[src/rtl/s2p_deframer_pkg.sv]
// Shared constants and state encoding for the PSI serial link receiver.
package s2p_deframer_pkg;

  localparam logic [31:0] SOF_PAT  = 32'h5a5a_5a5a;
  localparam logic [31:0] EOF_PAT  = 32'h0f0f_0f0f;
  localparam logic [15:0] EOF_TAIL = 16'h0f0f;

  typedef enum logic [1:0] {
    HUNT = 2'd0,
    DATA = 2'd1,
    TAIL = 2'd2
  } state_t;

endpackage

[src/rtl/s2p_deframer_if.sv]
// Serial line in, recovered dwords and frame status out.
interface s2p_deframer_if #(
  parameter int DSIZE = 32,
  parameter int LSIZE = 7
) ();
  logic             s_data;
  logic             en;
  logic [DSIZE-1:0] data;
  logic             valid;
  logic             pkt_end;
  logic             pkt_done;
  logic [LSIZE-1:0] pkt_len;
  logic             frame_err;
  logic             busy;

  modport master (
    output s_data, en,
    input  data, valid, pkt_end, pkt_done, pkt_len, frame_err, busy
  );

  modport slave (
    input  s_data, en,
    output data, valid, pkt_end, pkt_done, pkt_len, frame_err, busy
  );
endinterface

[src/rtl/s2p_shifter.sv]
// LSB-first shift register plus bit counter; nxt is the dword as it stands
// including the bit sampled on the current edge.
module s2p_shifter #(
  parameter int DSIZE = 32
) (
  input  logic             s_clk,
  input  logic             n_rst,
  input  logic             s_data,
  input  logic             clr,
  input  logic             cnt_clr,
  output logic [DSIZE-1:0] nxt,
  output logic [4:0]       cnt,
  output logic             word_done
);
  logic [DSIZE-1:0] sh;

  assign nxt       = {s_data, sh[DSIZE-1:1]};
  assign word_done = (cnt == 5'd31);

  always_ff @(posedge s_clk or negedge n_rst) begin
    if (!n_rst) begin
      sh  <= '0;
      cnt <= '0;
    end else if (clr) begin
      sh  <= '0;
      cnt <= '0;
    end else begin
      sh  <= nxt;
      cnt <= cnt_clr ? 5'd0 : cnt + 5'd1;
    end
  end
endmodule

[src/rtl/s2p_deframer.sv]
// PSI serial receiver: hunts SOF, recovers payload dwords through a one-dword
// hold register so the last one can be flagged when EOF arrives.
module s2p_deframer
  import s2p_deframer_pkg::*;
#(
  parameter int DSIZE = 32,
  parameter int PSIZE = 64,
  parameter int LSIZE = 7
) (
  input  logic           s_clk,
  input  logic           n_rst,
  s2p_deframer_if.slave  bus
);
  localparam logic [LSIZE-1:0] PMAX = LSIZE'(PSIZE);

  state_t           state, state_n;
  logic [DSIZE-1:0] nxt;
  logic [4:0]       cnt;
  logic             word_done;
  logic [DSIZE-1:0] hold;
  logic             hold_full;
  logic [LSIZE-1:0] count;

  logic clr, cnt_clr, start, load, emit, emit_last, done, ferr;

  s2p_shifter #(.DSIZE(DSIZE)) u_shifter (
    .s_clk     (s_clk),
    .n_rst     (n_rst),
    .s_data    (bus.s_data),
    .clr       (clr),
    .cnt_clr   (cnt_clr),
    .nxt       (nxt),
    .cnt       (cnt),
    .word_done (word_done)
  );

  always_ff @(posedge s_clk or negedge n_rst) begin
    if (!n_rst) state <= HUNT;
    else        state <= state_n;
  end

  // Every exit to HUNT asserts clr so sh starts empty for the next SOF search.
  always_comb begin
    state_n   = state;
    clr       = 1'b0;
    cnt_clr   = 1'b0;
    start     = 1'b0;
    load      = 1'b0;
    emit      = 1'b0;
    emit_last = 1'b0;
    done      = 1'b0;
    ferr      = 1'b0;
    case (state)
      HUNT: begin
        if (!bus.en) clr = 1'b1;
        else begin
          cnt_clr = 1'b1;
          if (nxt == SOF_PAT) begin
            start   = 1'b1;
            state_n = DATA;
          end
        end
      end
      DATA: begin
        if (!bus.en) begin
          clr     = 1'b1;
          state_n = HUNT;
        end else if (word_done) begin
          if (nxt == EOF_PAT) begin
            emit      = hold_full;
            emit_last = hold_full;
            cnt_clr   = 1'b1;
            state_n   = TAIL;
          end else if (count == PMAX) begin
            ferr    = 1'b1;
            clr     = 1'b1;
            state_n = HUNT;
          end else begin
            emit = hold_full;
            load = 1'b1;
          end
        end
      end
      TAIL: begin
        if (!bus.en) begin
          clr     = 1'b1;
          state_n = HUNT;
        end else if (cnt == 5'd15) begin
          if (nxt[31:16] == EOF_TAIL) done = 1'b1;
          else                        ferr = 1'b1;
          clr     = 1'b1;
          state_n = HUNT;
        end
      end
      default: begin
        clr     = 1'b1;
        state_n = HUNT;
      end
    endcase
  end

  always_ff @(posedge s_clk or negedge n_rst) begin
    if (!n_rst) begin
      hold      <= '0;
      hold_full <= 1'b0;
      count     <= '0;
    end else begin
      if (start || clr) hold_full <= 1'b0;
      else if (load)    hold_full <= 1'b1;
      if (load) hold <= nxt;
      if (start)     count <= '0;
      else if (load) count <= count + LSIZE'(1);
    end
  end

  always_ff @(posedge s_clk or negedge n_rst) begin
    if (!n_rst) begin
      bus.data      <= '0;
      bus.valid     <= 1'b0;
      bus.pkt_end   <= 1'b0;
      bus.pkt_done  <= 1'b0;
      bus.pkt_len   <= '0;
      bus.frame_err <= 1'b0;
    end else begin
      bus.valid     <= emit;
      bus.pkt_end   <= emit_last;
      bus.pkt_done  <= done;
      bus.frame_err <= ferr;
      if (emit) bus.data    <= hold;
      if (done) bus.pkt_len <= count;
    end
  end

  assign bus.busy = (state != HUNT);
endmodule
[src/flat_wrapper.sv]
// flat-port wrapper written by rule: the top's interface ports become plain ports
module s2p_deframer_flat import s2p_deframer_pkg::*;
#(
  parameter int DSIZE = 32,
  parameter int PSIZE = 64,
  parameter int LSIZE = 7
)
  (s_clk, n_rst, bus_s_data, bus_en, bus_data, bus_valid, bus_pkt_end, bus_pkt_done, bus_pkt_len, bus_frame_err, bus_busy);
  s2p_deframer_if #(.DSIZE(DSIZE), .LSIZE(LSIZE)) bus_i ();
  input  logic s_clk;
  input  logic n_rst;
  input wire logic [$bits(bus_i.s_data)-1:0] bus_s_data;
  input wire logic [$bits(bus_i.en)-1:0] bus_en;
  output wire logic [$bits(bus_i.data)-1:0] bus_data;
  output wire logic [$bits(bus_i.valid)-1:0] bus_valid;
  output wire logic [$bits(bus_i.pkt_end)-1:0] bus_pkt_end;
  output wire logic [$bits(bus_i.pkt_done)-1:0] bus_pkt_done;
  output wire logic [$bits(bus_i.pkt_len)-1:0] bus_pkt_len;
  output wire logic [$bits(bus_i.frame_err)-1:0] bus_frame_err;
  output wire logic [$bits(bus_i.busy)-1:0] bus_busy;
  assign bus_i.s_data = bus_s_data;
  assign bus_i.en = bus_en;
  assign bus_data = bus_i.data;
  assign bus_valid = bus_i.valid;
  assign bus_pkt_end = bus_i.pkt_end;
  assign bus_pkt_done = bus_i.pkt_done;
  assign bus_pkt_len = bus_i.pkt_len;
  assign bus_frame_err = bus_i.frame_err;
  assign bus_busy = bus_i.busy;
  s2p_deframer #(.DSIZE(DSIZE), .PSIZE(PSIZE), .LSIZE(LSIZE)) u_core (.s_clk(s_clk), .n_rst(n_rst), .bus(bus_i));
endmodule
[config.mk]
export PLATFORM = sky130hd
export DESIGN_NAME = s2p_deframer_flat
export DESIGN_NICKNAME = d
export VERILOG_FILES = /design/src/rtl/s2p_deframer_pkg.sv /design/src/rtl/s2p_deframer_if.sv /design/src/rtl/s2p_shifter.sv /design/src/rtl/s2p_deframer.sv /design/src/flat_wrapper.sv
export SDC_FILE = /design/constraint.sdc
export NUM_CORES = 1
export LEC_CHECK = 0
export ABC_AREA = 1
export CAP_MARGIN = 5
export CELL_PAD_IN_SITES_DETAIL_PLACEMENT = 0
export CELL_PAD_IN_SITES_GLOBAL_PLACEMENT = 1
export CORE_MARGIN = 2
export CORE_UTILIZATION = 30
export DETAILED_ROUTE_END_ITERATION = 8
export PLACE_DENSITY = 0.66
export SLEW_MARGIN = 20
export SYNTH_ARGS = -nofsm -noshare
export SYNTH_HDL_FRONTEND = slang
export SYNTH_SLANG_ARGS = --single-unit
[constraint.sdc]
create_clock -name s_clk -period 2.4 [get_ports s_clk]
set_input_delay 0.48 -clock s_clk [delete_from_list [all_inputs] [get_ports s_clk]]
set_output_delay 0.48 -clock s_clk [all_outputs]
set_load 0.05 [all_outputs]
==> metrics.txt, run 1 <==
fmax=482 MHz; Final period util=86.5%; final core utilization=38.7%; final net count=645; slowest CP cell=clkdlybuf4s50_1; DR vias=3,786; register share of total power=41.3%; Critical Path RT=1.92 ns; Worst Setup Path Type=flip-flop to primary output; Internal=3.94 mW; Post-Syn Instances=574; TritonCTS buffer count=17; Crit. path cell count=1; CTS Hold Buffers Added=0; sequential cell area fraction in the yosys report=57.6%; post-CTS setup buffers=0; async set-reset flop share out of synthesis=100%; CORE AREA=17,200 µm²; number of distinct library cells after synthesis=28; clk slew on worst S/H paths=0.06 ns; DRT iter0 DRCs=154; vias per inst=4.35; power density cells=744 nW/µm²; setup_tns=0 ns; mean routed wirelength per cell=12.7 µm; H-tree depth=4; fraction of layout cells with a size suffix above 1=14.7%; Max Cap Violations=0; count leader, synth=nand2_1; Setup Skew=0.00797 ns; CP delay by family, top=buffers and inverters; Comb pwr share=2.1%; status=finished clean; fin. max-slew vios=0; cts repair resizes=0; clock sink count=121; Hold WC Path Type=primary input to async pin; Top Ports=48; Clk pwr share=56.7%; Final ANT Viol Nets=0; Rows=48; synthesized net count=587; r2r worst-path depth=12; n_diodes=0; Rel. slew slack=58.6%; worst-case clock buffer depth=2; area of the die=18,600 µm²; vias in the first global route=3,943; syn_area_per_cell=9.16 µm²; DRC=0; Chip Height=136 µm; Synth Register Bits=121; CP Max Fanout=2; synthesized cell area=5260 µm²; Slew @ Worst Pin=0.620 ns; Final min period=2.08 ns; final hold vios=0; initial antenna violation count=0; root buf cell=clkbuf_16; GPL Wtd Cong=0.785; final wirelength=11.0 mm; Worst Path Arrival=1.60 ns; Worst Setup End Kind=primary output; share of the synthesized area in the top cell type=57.6%; Psw=1.02 mW; first-pass GRT wire length=19.2 mm; fillcell total=1,736; detailed placer's ending HPWL=7.80 mm; die width=136 µm; leakage=3.17 nW; GRT overflow=0; most frequent cells after synthesis=nand2_1, dfrtp_1, nor2_1, inv_1, o21ai_0; Ys Warns=0; setup violators final=0; top post-synthesis cells by area=dfrtp_1, nand2_1, nor2_4, o21ai_0, nor2_1; Peak supply drop=491 µV; Switching Share=20.5%; Buffers on Ports=47; clk_lat worst skew=0.42 ns; RSZ-0062 raised after global routing=false; Synth-to-Final Area Change=27.0%; Top FF cell, synth=dfrtp_1; gr usage total=13.3%; leading area contributor after synthesis=dfrtp_1; CTS tree=built; Crit path largest cell delay=0.82 ns; Post-synth EDFFs=0; Starting Density=30.5%; crit start category=flip-flop; Worst Path Buf+Inv=1; largest net degree at the start of global routing=57; drt pass-1 iters=4; worst path cell trace=clkdlybuf4s50_1
==> per-stage QoR <==
stage	setup WS (ns)	hold WS (ns)	total power [mW]	cell area, µm²	std cells
after floorplan	0.546	0.184	2.13	5260	574
after global placement	0.114	0.458	2.19	6010	838
after detailed placement	0.100	0.463	2.19	6010	838
after CTS	0.292	0.0859	5.04	6680	870
after global routing	0.0842	0.125	5.15	6680	870
final	0.324	0.0797	4.96	6680	870
==> path summary, 6_finish.rpt <==
path / from / to / slack [ns]
worst max-delay path: u_core.bus.data[22] / bus_data[22] / 0.32
worst min-delay path: n_rst / u_core.bus.data[16] / 0.08
worst max register to register: u_core.u_shifter.cnt[0] / u_core.bus.data[8] / 0.34
worst min register to register: u_core.hold[4] / u_core.bus.data[4] / 0.47
max in group asynchronous: n_rst / u_core.u_shifter.sh[26] / 1.59
min in group s_clk: u_core.hold[4] / u_core.bus.data[4] / 0.47
==> flip-flops by register name, indices dropped and copies added (netlist names) <==
signal,cells
u_core.bus.data,32
u_core.bus.frame_err,1
u_core.bus.pkt_done,1
u_core.bus.pkt_end,1
u_core.bus.pkt_len,7
u_core.bus.valid,1
u_core.count,7
u_core.hold,32
u_core.hold_full,1
u_core.state,2
u_core.u_shifter.cnt,5
u_core.u_shifter.sh,31
==> cells by family after synthesis <==
kind of cell	after synthesis	share of synthesized area, %
simple gates	325	28.5
fa+ha+maj	9	2.14
flops	121	57.6
compound gates	40	3.90
buf+inv	72	6.66
xor+xnor	7	1.17
==> per-layer routing <==
| layer | vias up | track usage [%] | part of all wire, % |
|---|---|---|---|
| met2 | 72 | 20.6 | 47 |
| met5 | - | 0 | 0 |
| met1 | 1812 | 17.1 | 48 |
| met4 | 0 | 6.42 | 1.8 |
| li1 | 1885 | - | - |
| met3 | 17 | 3.69 | 3.6 |
==> area by class of cell <==
| cell class | instances | area, µm² | share of cell area (%) |
|---|---|---|---|
| Timing Repair Buffer | 58 | 623 | 9.33 |
| Clock buffer | 18 | 439 | 6.58 |
| Sequential cell | 121 | 3030 | 45.4 |
| Tap cell | 225 | 282 | 4.22 |
| Clock inverter | 14 | 221 | 3.32 |
| Inverter | 53 | 199 | 2.98 |
| Multi-Input combinational cell | 381 | 1880 | 28.2 |
==> power by group through the flow <==
stage          sequential, mW  combinational [mW]  clock, mW
2_1_floorplan            2.08              0.0451          0
3_3_place_gp             2.08               0.103          0
3_5_place_dp             2.08               0.106          0
4_1_cts                  2.05               0.107       2.89
5_1_grt                  2.05               0.116       2.98
6_report                 2.05               0.102       2.81
==> cell usage in the layout, fill, tap and decap left out, drive strengths merged, types with 2 or more instances in the layout <==
cell / count
clkinvlp: 3
inv: 53
nor2: 74
clkdlybuf4s50: 45
ha: 9
dfrtp: 121
nor3: 11
a21oi: 2
nand2: 212
clkinv: 6
o21ai: 37
bufinv: 5
xor2: 6
clkbuf: 18
nand4: 6
nand3b: 2
nand3: 20
buf: 13
(Power assumes the default switching activity.)
==> inputs of run 2 (changes only) <==
- CORE_ASPECT_RATIO: default -> 2
==> metrics.txt, run 2 (synthesis gave the netlist of run 1 again) <==
status=finished clean; Worst Setup Path Type=flip-flop to flip-flop; biggest regs=u_core.bus.data (32), u_core.hold (32), u_core.u_shifter.sh (31); fmax=482 MHz; Top Ports=48; cts repair resizes=0; Rows=68; Final min period=2.08 ns; GRT overflow=0; first-pass GRT wire length=19.8 mm; initial antenna violation count=0; TritonCTS buffer count=17; Critical Path RT=2.68 ns; Rel. slew slack=66.3%; final hold vios=0; area of the die=18,700 µm²; vias per inst=4.40; final net count=648; Chip Height=191 µm; Peak supply drop=459 µV; non-filler cells, final=858; clock sink count=121; DRC=0; Worst Setup End Kind=flip-flop; post-CTS setup buffers=0; setup_tns=0 ns; drt pass-1 iters=4; clk slew on worst S/H paths=0.06 ns; grt met2 use=25.0%; DR vias=3,775; Inst Count DP=825; die width=97.6 µm; n_diodes=0; GRT met3 Usage=3.14%; setup violators final=0; Synth-to-Final Area Change=27.5%; mean routed wirelength per cell=13.3 µm; clk_lat worst skew=0.41 ns; Finished Cell Area=6700 µm²; Final period util=86.5%; fin. max-slew vios=0; final wirelength=11.4 mm; CP Max Fanout=19; leakage=3.20 nW; CORE AREA=17,200 µm²; final core utilization=39.0%; CTS Hold Buffers Added=1; Slew @ Worst Pin=0.503 ns; Starting Density=30.6%; R2R Setup Slk=0.32 ns; gr usage total=13.5%; Hold WC Path Type=flip-flop to flip-flop; fraction of layout cells with a size suffix above 1=15.0%; placed inst area=6000 µm²; DRT iter0 DRCs=168; Setup Skew=0.0125 ns; Most Crowded Layer GR=met2; worst-case clock buffer depth=2; detailed placer's ending HPWL=8.17 mm; fillcell total=1,769; power density cells=762 nW/µm²; Final ANT Viol Nets=0; largest net degree at the start of global routing=69; root buf cell=clkbuf_16; crit start category=flip-flop; Max Cap Violations=0; Buffers on Ports=47; CTS tree=built; GPL Wtd Cong=0.882; vias in the first global route=4,036; commonest cells after routing, fill and taps aside=nand2_1, dfrtp_1, clkdlybuf4s50_1; GR Util met1=13.8%; H-tree depth=4; hold_ws=0.467 ns; Worst Path Arrival=2.36 ns; RSZ-0062 raised after global routing=false; commonest non-fill, non-tap cell in the layout=nand2_1
[run 2: cell count changes in the layout (fill, tap and decap cells not counted)]
cell | before | now
clkinvlp_4 | 3 | 1
bufinv_16 | 5 | 6
clkinv_2 | 1 | 0
dlygate4sd3_1 | 0 | 1
buf_12 | 6 | 5
buf_4 | 7 | 10
inv_6 | 1 | 2
clkbuf_8 | 1 | 2
[run 2: through the flow]
stage	total power, mW	setup WS [ns]
after global routing	5.29	0.0552
after CTS	5.18	0.292
after floorplan	2.13	0.546
final	5.11	0.324
after detailed placement	2.19	0.0117
after global placement	2.19	0.0716
[run 2: final timing paths]
path                                      start                 endpoint  depth (start not counted)
worst min-delay path            u_core.hold[24]      u_core.bus.data[24]                          2
min in group asynchronous                 n_rst      u_core.bus.data[21]                          2
max in group asynchronous                 n_rst       u_core.bus.data[3]                          3
worst max-delay path            u_core.count[0]  u_core.u_shifter.sh[20]                         12
worst min register to register  u_core.hold[24]      u_core.bus.data[24]                          2
worst max register to register  u_core.count[0]  u_core.u_shifter.sh[20]                         12
[run 2: per-layer routing]
layer | vias to the layer above | wire, µm
li1 | 1889 | -
met1 | 1806 | 4460
met2 | 57 | 6300
met3 | 23 | 273
met4 | 0 | 372
met5 | - | 0
[run 2: final cells by class]
cell class	instances	area [µm²]	share of cell area (%)
flip-flops and latches	121	3030	45.2
repair buffers	61	636	9.48
inverters	53	199	2.97
well taps	210	263	3.92
multi-input cells	381	1880	28.1
clock buffers	19	453	6.76
clock inverters	13	240	3.58
[run 2: power breakdown]
part | total, mW | leakage, nW | internal (mW) | switching [mW]
sequential | 2.05 | 1.68 | 2.05 | 0.00299
combinational | 0.102 | 1.18 | 0.0248 | 0.0773
clock | 2.96 | 0.334 | 2.02 | 0.941
total | 5.11 | 3.20 | 4.09 | 1.02
[run 2: critical path: stages, from the launching register on]
cell and delay, ns:
dfrtp_1 0.40, inv_1 0.15, ha_1 0.21, nand2_1 0.06, nor3_1 0.14, nand2_1 0.13, clkinv_1 0.10, nand3_2 0.09
nand2_2 0.07, nand2_2 0.06, nand2_4 0.08, buf_4 0.38, nor2_2 0.06
==> inputs of run 3 (changes only) <==
- CTS_BUF_LIST: default -> sky130_fd_sc_hd__clkbuf_2 sky130_fd_sc_hd__clkbuf_4 sky130_fd_sc_hd__clkbuf_8
==> metrics.txt, run 3 (synthesis gave the netlist of run 1 again) <==
fmax=477 MHz; CTS tree=built; pre-CTS WS=0.0117 ns; DRT iter0 DRCs=172; Worst Setup End Kind=primary output; CP Max Fanout=2; leakage=3.11 nW; fin. max-slew vios=0; detailed placer's ending HPWL=8.17 mm; Inst Count DP=825; Chip Height=191 µm; die width=97.6 µm; non-filler cells, final=858; Rel. slew slack=66.3%; vias in the first global route=3,973; Rows=68; Top Ports=48; final setup margin=0.302 ns; Max Cap Violations=0; Crit. path cell count=1; Peak supply drop=347 µV; Comb pwr share=2.3%; Synth-to-Final Area Change=23.9%; Crit path largest cell delay=0.81 ns; GPL Wtd Cong=0.882; Worst Path Arrival=1.62 ns; gr usage total=13.3%; Final period util=87.4%; Final min period=2.10 ns; Hold WC Path Type=flip-flop to flip-flop; Critical Path RT=1.92 ns; vias per inst=4.41; r2r worst-path depth=10; clock sink count=121; R2R Setup Slk=0.31 ns; worst-case clock buffer depth=2; root buf cell=clkbuf_8; Switching Share=21.1%; crit start category=flip-flop; DRC=0; initial antenna violation count=0; power density cells=677 nW/µm²; H-tree depth=4; GRT overflow=0; register share of total power=46.4%; CORE AREA=17,200 µm²; Slew @ Worst Pin=0.503 ns; Psw=932 µW; Final ANT Viol Nets=0; status=finished clean; Starting Density=30.6%; final net count=648; mean routed wirelength per cell=13.2 µm; fraction of layout cells with a size suffix above 1=15.0%; biggest regs=u_core.bus.data (32), u_core.hold (32), u_core.u_shifter.sh (31); Worst Path Buf+Inv=1; Internal=3.48 mW; commonest non-fill, non-tap cell in the layout=nand2_1; setup violators final=0; RSZ-0062 raised after global routing=false; cts repair resizes=0; DR vias=3,786; final wirelength=11.3 mm; Clk pwr share=51.3%; Buffers on Ports=47; clk slew on worst S/H paths=0.07 ns; placed inst area=6000 µm²; Worst Setup Path Type=flip-flop to primary output; hold depth=2; largest net degree at the start of global routing=69; clk_lat worst skew=0.43 ns; TritonCTS buffer count=17; commonest cells after routing, fill and taps aside=nand2_1, dfrtp_1, clkdlybuf4s50_1; n_diodes=0; slowest CP cell=clkdlybuf4s50_1; CP delay by family, top=buffers and inverters; drt pass-1 iters=4; area of the die=18,700 µm²; Setup Skew=0.0114 ns; Finished Cell Area=6510 µm²; first-pass GRT wire length=19.7 mm; setup_tns=0 ns; final hold vios=0; worst path cell trace=clkdlybuf4s50_1
-- run 3: path summary, 6_finish.rpt --
check / start / to
min in group asynchronous: n_rst / u_core.bus.data[20]
setup / recovery: u_core.bus.data[15] / bus_data[15]
setup reg to reg: u_core.u_shifter.cnt[0] / u_core.hold[21]
hold / removal: u_core.hold[22] / u_core.bus.data[22]
max in group asynchronous: n_rst / u_core.bus.data[27]
hold reg to reg: u_core.hold[22] / u_core.bus.data[22]
-- run 3: area by class of cell --
cell class                      count  area (µm²)
Tap cell                          210         263
Timing Repair Buffer               61         636
Fill cell                        1796       10700
Clock inverter                     13         240
Sequential cell                   121        3030
Multi-Input combinational cell    381        1880
Clock buffer                       19         262
Inverter                           53         199
-- run 3: repair_timing --
item | in CTS | in global routing
hold buffers | 1 | 0
hold endpoints to repair | 27 | 0
setup buffers | 0 | 0
-- run 3: through the flow --
stage | util [%] | hold WS (ns) | power, mW
2_1_floorplan | - | 0.184 | 2.13
3_3_place_gp | 34.9 | 0.428 | 2.19
3_5_place_dp | 34.9 | 0.436 | 2.19
4_1_cts | 37.9 | 0.473 | 4.48
5_1_grt | 37.9 | 0.488 | 4.59
6_report | 37.9 | 0.470 | 4.41
-- run 3: power groups by stage --
stage	logic [mW]	clock network (mW)	registers, mW
global route	0.118	2.43	2.04
detailed placement	0.106	0	2.08
global placement	0.103	0	2.08
floorplan	0.0451	0	2.08
finish	0.102	2.26	2.04
CTS	0.108	2.33	2.04
-- run 3: per-layer routing --
metal	up-vias	global-route usage, %	part of all wire [%]
li1	1888	-	-
met1	1811	13.9	39
met2	62	24.5	55
met3	25	3.00	2.8
met4	0	7.10	3.4
met5	-	0	0
